### src/rtl/arbiter_n.sv
// Fixed-priority n-way arbiter. The lowest index (vector MSB) has the highest priority.
// The grant is purely combinational; a registered copy of the grant, its binary index
// and a valid flag are also provided, each with one cycle of latency.
module arbiter_n #(
  parameter int unsigned n = 8,
  localparam int unsigned IW = (n > 1) ? $clog2(n) : 1
) (
  input  logic          clk,
  input  logic          rst_n,
  input  logic [0:n-1]  r,
  output logic [0:n-1]  g,
  output logic [0:n-1]  g_q,
  output logic          any_req,
  output logic [IW-1:0] idx_q,
  output logic          valid_q
);

  logic [IW-1:0] idx_d;

  // Priority grant: a bit wins only if no lower-index request has been seen yet.
  // A known 1 on a higher-priority bit forces every lower grant bit to 0, even if
  // those lower request bits are X/Z.
  always_comb begin
    logic found;
    found = 1'b0;
    g     = '0;
    for (int unsigned i = 0; i < n; i++) begin
      g[i]  = r[i] & ~found;
      found = found | r[i];
    end
  end

  // Request summary, independent of reset.
  always_comb begin
    any_req = |r;
  end

  // Binary index of the one-hot grant; 0 when nothing is granted.
  always_comb begin
    idx_d = '0;
    for (int unsigned i = 0; i < n; i++) begin
      if (g[i]) begin
        idx_d = IW'(i);
      end
    end
  end

  // Registered outputs with synchronous active-low reset.
  always_ff @(posedge clk) begin
    if (!rst_n) begin
      g_q     <= '0;
      idx_q   <= '0;
      valid_q <= 1'b0;
    end else begin
      g_q     <= g;
      idx_q   <= idx_d;
      valid_q <= any_req;
    end
  end

endmodule

### config.mk
export PLATFORM = sky130hd
export DESIGN_NAME = arbiter_n
export DESIGN_NICKNAME = d
export VERILOG_FILES = /design/src/rtl/arbiter_n.sv
export SDC_FILE = /design/constraint.sdc
export NUM_CORES = 1
export LEC_CHECK = 0
export CAP_MARGIN = 20
export CORE_UTILIZATION = 35
export DETAILED_ROUTE_END_ITERATION = 16
export GPL_TIMING_DRIVEN = 0
export PLACE_DENSITY = 0.76
export REMOVE_ABC_BUFFERS = 1
export SYNTH_ARGS = -nofsm -noshare
export SYNTH_HDL_FRONTEND = slang
export SYNTH_SLANG_ARGS = --single-unit
### constraint.sdc
create_clock -name clk -period 3.4 [get_ports clk]
set_input_delay 0.68 -clock clk [delete_from_list [all_inputs] [get_ports clk]]
set_output_delay 0.68 -clock clk [all_outputs]
set_load 0.05 [all_outputs]
==> impl_metrics.py, run 1 <==
metrics = {
    "floorplanning": {
        "die_area_um2": 1460,
        "die_width_um": 38.2,
        "core_um2": 1160,
        "row_count": 12,
        "start_util": 0.396,
        "die_y_um": 38.2,
        "ios": 31,
    },
    "synth": {
        "synth_top_area_frac": 0.525,
        "synth_area_per_cell_um2": 9.74,
        "ys_warn_count": 0,
        "ys_seq_elements": 12,
        "synth.area.top_cells": "dfxtp_1, nor2_1, and2_2, nor3_1, and3_2",
        "yosysUniqueCellTypes": 20,
        "yosys.area.top_type": "dfxtp_1",
        "synthCells": 47,
        "yosysSeqAreaShare": 0.525,
        "syn_area_um2": 458,
    },
    "sta": {
        "maxSlewViolCount": 0,
        "setup_viol": 0,
        "period_share": 0.960,
        "rsz0062_at_grt": "false",
        "fin_tns_setup_ps": 0,
        "max_freq_mhz": 306,
        "worst_slack_ps": 137,
        "relSlewSlack": 0.667,
        "hold_violations": 0,
        "tightest_slew_ps": 498,
        "min_period_ps": 3260,
    },
    "route": {
        "vias": 454,
        "drtIter0Drc": 10,
        "wl_per_cell_um": 12.0,
        "wl_um": 1130,
        "vias_per_cell": 4.83,
        "final_antenna_net_count": 0,
        "drc": 0,
        "dr.pass1.iters": 4,
    },
    "final_layout": {
        "area_delta_synth_final_pct": 76.2,
        "final_cells": 94,
        "final_common_cell": "clkdlybuf4s50_1",
        "fin_nets": 91,
        "layout-drive-gt1-share": 0.163,
        "fillers": 110,
        "antennaDiodeCount": 0,
        "mostFrequentLayoutCells": "clkdlybuf4s50_1, dfxtp_1, nor2_1, dlygate4sd2_1",
    },
    "run": {
        "drv_cap": 0,
    },
    "status": {
        "outcome": "finished clean",
    },
    "clocking": {
        "cts_setup_buffers": 0,
        "cts_buffer_depth": 2,
        "ctsHoldBuffers": 0,
        "post_cts_resized": 5,
        "htree_levels": 1,
        "clock_sinks": 12,
        "tritoncts": "built",
        "numCtsBuffers": 3,
        "path_clk_slew_ps": 70,
        "clockRootBuffer": "clkbuf_4",
    },
    "critical_path": {
        "required_ps": 2720,
        "crit_fanout": 9,
        "cp.arrival_ps": 2580,
        "startpoint": "r[0]",
        "criticalPathCategory": "input port to output port",
        "worstSetupEndpointType": "output port",
        "start_kind": "input port",
    },
    "worst_hold_path": {
        "hold_depth": 2,
        "hp-start": "r[6]",
        "min_to": "g_q[7]$_SDFF_PN0_",
        "min_path_type": "input port to flop",
    },
    "power_and_ir_drop": {
        "p_per_area_nw_per_um2": 400,
        "peakVddDrop_uv": 251,
        "total_power_uw": 323,
        "p_leak_nw": 0.331,
    },
    "grt": {
        "grt_pass1_vias": 393,
        "grt_max_degree": 10,
        "antenna_found_initial": 0,
        "grtUsageTotal": 0.181,
        "grt-ovfl-total": 0,
        "grt_pass1_wl_um": 1710,
    },
    "placement": {
        "io_buffers": 30,
        "dp.final_hpwl_um": 795,
        "gp_congestion": 0.725,
        "dp_cells": 90,
        "place_ws_ps": -133,
    },
}
metrics by stage:
stage	hold WS (ps)	util	area [um2]
2_1_floorplan	759	-	450
3_3_place_gp	1330	0.665	768
3_5_place_dp	1340	0.665	768
4_1_cts	1050	0.690	798
5_1_grt	1050	0.698	807
6_report	1050	0.698	807
synthesized netlist by cell type (all sizes together):
| cell type | instances |
|---|---|
| a211oi | 1 |
| a21oi | 2 |
| a221o | 1 |
| and2 | 5 |
| and3 | 3 |
| buf | 1 |
| dfxtp | 12 |
| inv | 2 |
| nand2 | 2 |
| nand2b | 1 |
| nand3 | 1 |
| nor2 | 8 |
| nor3 | 4 |
| nor4 | 1 |
| nor4b | 1 |
| o311a | 1 |
| or4 | 1 |
power breakdown:
part | total (mW) | switching [mW] | internal [mW]
clock network | 0.113 | 0.0480 | 0.0651
registers | 0.145 | 0.000808 | 0.144
logic | 0.0644 | 0.0397 | 0.0247
logic make-up (layout without fill, tap and decap cells):
logic type / Yosys count / count (layout) / synth area share
and+or+nand+nor: 27 / 27 / 0.347
buffers and inverters: 3 / 36 / 0.0328
DFF: 12 / 12 / 0.525
AOI/OAI and AO/OA: 5 / 5 / 0.0956
cell type report:
cell class / count / area [um2] / area share
repair buffers: 30 / 294 / 0.364
flip-flops and latches: 12 / 240 / 0.298
inverters: 2 / 7.51 / 0.00930
clock buffers: 4 / 36.3 / 0.0450
well taps: 14 / 17.5 / 0.0217
multi-input cells: 32 / 211 / 0.262
state kept, by name (all words and copies together) (netlist names):
signal,flops
idx_q,3
g_q,8
valid_q,1
worst max-delay path: stages:
cell and delay (ps):
clkdlybuf4s50_1 580, nor4b_1 450, clkdlybuf4s50_1 870
worst max-delay path by stage:
stage / depth (start not counted) / endpoint
2_1_floorplan: 1 / g[3]
3_3_place_gp: 5 / g[7]
3_5_place_dp: 5 / g[7]
4_1_cts: 5 / g[7]
5_1_grt: 3 / g[3]
6_report: 3 / g[3]
routing by layer:
metal / GRT usage / vias up / wire (um)
met5: 0 / - / 0
li1: - / 229 / -
met2: 0.267 / 23 / 548
met3: 0.0872 / 2 / 78
met1: 0.209 / 200 / 485
met4: 0.107 / 0 / 17
No activity file was read; power rests on OpenSTA's default activity.
==> inputs of run 2 (changes only) <==
==> constraint.sdc (replaced) <==
create_clock -name clk -period 3.4 [get_ports clk]
set_input_delay 0.51 -clock clk [delete_from_list [all_inputs] [get_ports clk]]
set_output_delay 0.51 -clock clk [all_outputs]
set_load 0.05 [all_outputs]
==> run 2 against run 1 <==
Effect of this change: global-route usage did not move; clock-buffer cell count unchanged; non-clock buffer count unchanged; fmax rose by 2.1%; largest cell class unchanged; worst setup slack improved by 68 ps; sequential share of layout area rose by 0.093 points; sequential power barely moved.
==> impl_metrics.py, run 2 (same netlist as run 1, synthesis figures left out) <==
metrics = {
    "placement": {
        "dp.final_hpwl_um": 795,
        "place_ws_ps": 207,
        "io_buffers": 30,
        "gp_congestion": 0.725,
    },
    "floorplanning": {
        "die_width_um": 38.2,
        "start_util": 0.396,
        "die_area_um2": 1460,
        "ios": 31,
        "die_y_um": 38.2,
        "core_um2": 1160,
        "row_count": 12,
    },
    "clocking": {
        "path_clk_slew_ps": 70,
        "cts_setup_buffers": 0,
        "ctsHoldBuffers": 0,
        "tritoncts": "built",
        "clock_sinks": 12,
        "clockRootBuffer": "clkbuf_4",
        "numCtsBuffers": 3,
        "cts_buffer_depth": 2,
        "post_cts_resized": 0,
        "htree_levels": 1,
    },
    "grt": {
        "antenna_found_initial": 0,
        "grt-ovfl-total": 0,
        "grt_max_degree": 10,
        "grtUsageTotal": 0.181,
        "grt_pass1_vias": 393,
        "grt_pass1_wl_um": 1710,
    },
    "critical_path": {
        "criticalPathCategory": "input port to output port",
        "crit_chain": "clkdlybuf4s50_1 -> nor4_2 -> nand3_1 -> nor2_1 -> clkdlybuf4s50_1",
        "critPathMaxStageDelay_ps": 810,
        "start_kind": "input port",
        "crit_top_cell": "clkdlybuf4s50_1",
        "cp_top_family": "buffers and inverters",
        "cp.arrival_ps": 2680,
        "path_buf_inv": 2,
        "path_depth": 5,
        "worstSetupEndpointType": "output port",
        "critPathSlowestCell": "clkdlybuf4s50_1",
        "crit_fanout": 9,
        "required_ps": 2890,
    },
    "route": {
        "wl_per_cell_um": 11.8,
        "drc": 0,
        "drtIter0Drc": 8,
        "wl_um": 1110,
        "dr.pass1.iters": 4,
        "wl_met1_um": 475,
        "final_antenna_net_count": 0,
        "vias_per_cell": 4.81,
        "vias": 452,
        "wl_met2_um": 522,
        "top_layer": "met4",
        "met3_length_um": 84,
    },
    "power_and_ir_drop": {
        "peakVddDrop_uv": 252,
        "p_leak_nw": 0.312,
        "p_per_area_nw_per_um2": 400,
    },
    "final_layout": {
        "regMostFlops": "g_q",
        "final_common_cell": "clkdlybuf4s50_1",
        "antennaDiodeCount": 0,
        "fillers": 109,
        "layout-drive-gt1-share": 0.163,
        "largest_reg_flops": 8,
        "area_delta_synth_final_pct": 75.7,
        "fin_nets": 91,
        "largestRegisters": "g_q (8), idx_q (3), valid_q (1)",
        "mostFrequentLayoutCells": "clkdlybuf4s50_1, dfxtp_1, nor2_1",
    },
    "worst_hold_path": {
        "hp-start": "r[6]",
        "min_to": "g_q[7]$_SDFF_PN0_",
        "min_path_type": "input port to flop",
        "hold_depth": 2,
    },
    "sta": {
        "period_share": 0.940,
        "setup_viol": 0,
        "relSlewSlack": 0.667,
        "fin_tns_setup_ps": 0,
        "rsz0062_at_grt": "false",
        "worst_slack_ps": 205,
        "min_period_ps": 3190,
        "maxSlewViolCount": 0,
        "hold_violations": 0,
        "tightest_slew_ps": 498,
        "max_freq_mhz": 313,
    },
    "status": {
        "outcome": "finished clean",
    },
    "run": {
        "drv_cap": 0,
    },
}
==> run 2: worst max path at each step <==
stage / from / endpoint / slack, ps
after global placement: r[0] / g[7] / 210
after CTS: r[0] / g[7] / 200
after detailed placement: r[0] / g[7] / 210
after floorplan: r[0] / g[3] / 680
final: r[0] / g[7] / 210
after global routing: r[0] / g[7] / 30
==> run 2: per-stage QoR <==
stage | power [mW] | instance area, um2 | hold WS [ps] | utilization | std cells
after CTS | 0.325 | 805 | 877 | 0.696 | 94
final | 0.322 | 805 | 875 | 0.696 | 94
after global placement | 0.211 | 768 | 1160 | 0.665 | 90
after floorplan | 0.179 | 450 | 589 | - | 46
after global routing | 0.334 | 805 | 885 | 0.696 | 94
after detailed placement | 0.212 | 768 | 1170 | 0.665 | 90
==> run 2: power by group <==
part	total (mW)	leakage, nW	switching [mW]	internal (mW)
clock network	0.114	0.0210	0.0484	0.0652
logic	0.0635	0.193	0.0387	0.0248
registers	0.145	0.0980	0.000807	0.144
total	0.322	0.312	0.0879	0.234
==> run 2: area by class of cell <==
class	count	area (um2)	share of cell area
clock buffer	4	36.3	0.0451
timing repair buffer	30	300	0.373
inverter	2	7.51	0.00933
tap	14	17.5	0.0218
multi-input combinational	32	203	0.252
sequential	12	240	0.299
==> run 2: per-layer routing <==
layer / vias to the layer above / GRT usage
li1: 230 / -
met1: 196 / 0.209
met2: 21 / 0.267
met3: 5 / 0.0872
met4: 0 / 0.107
met5: - / 0
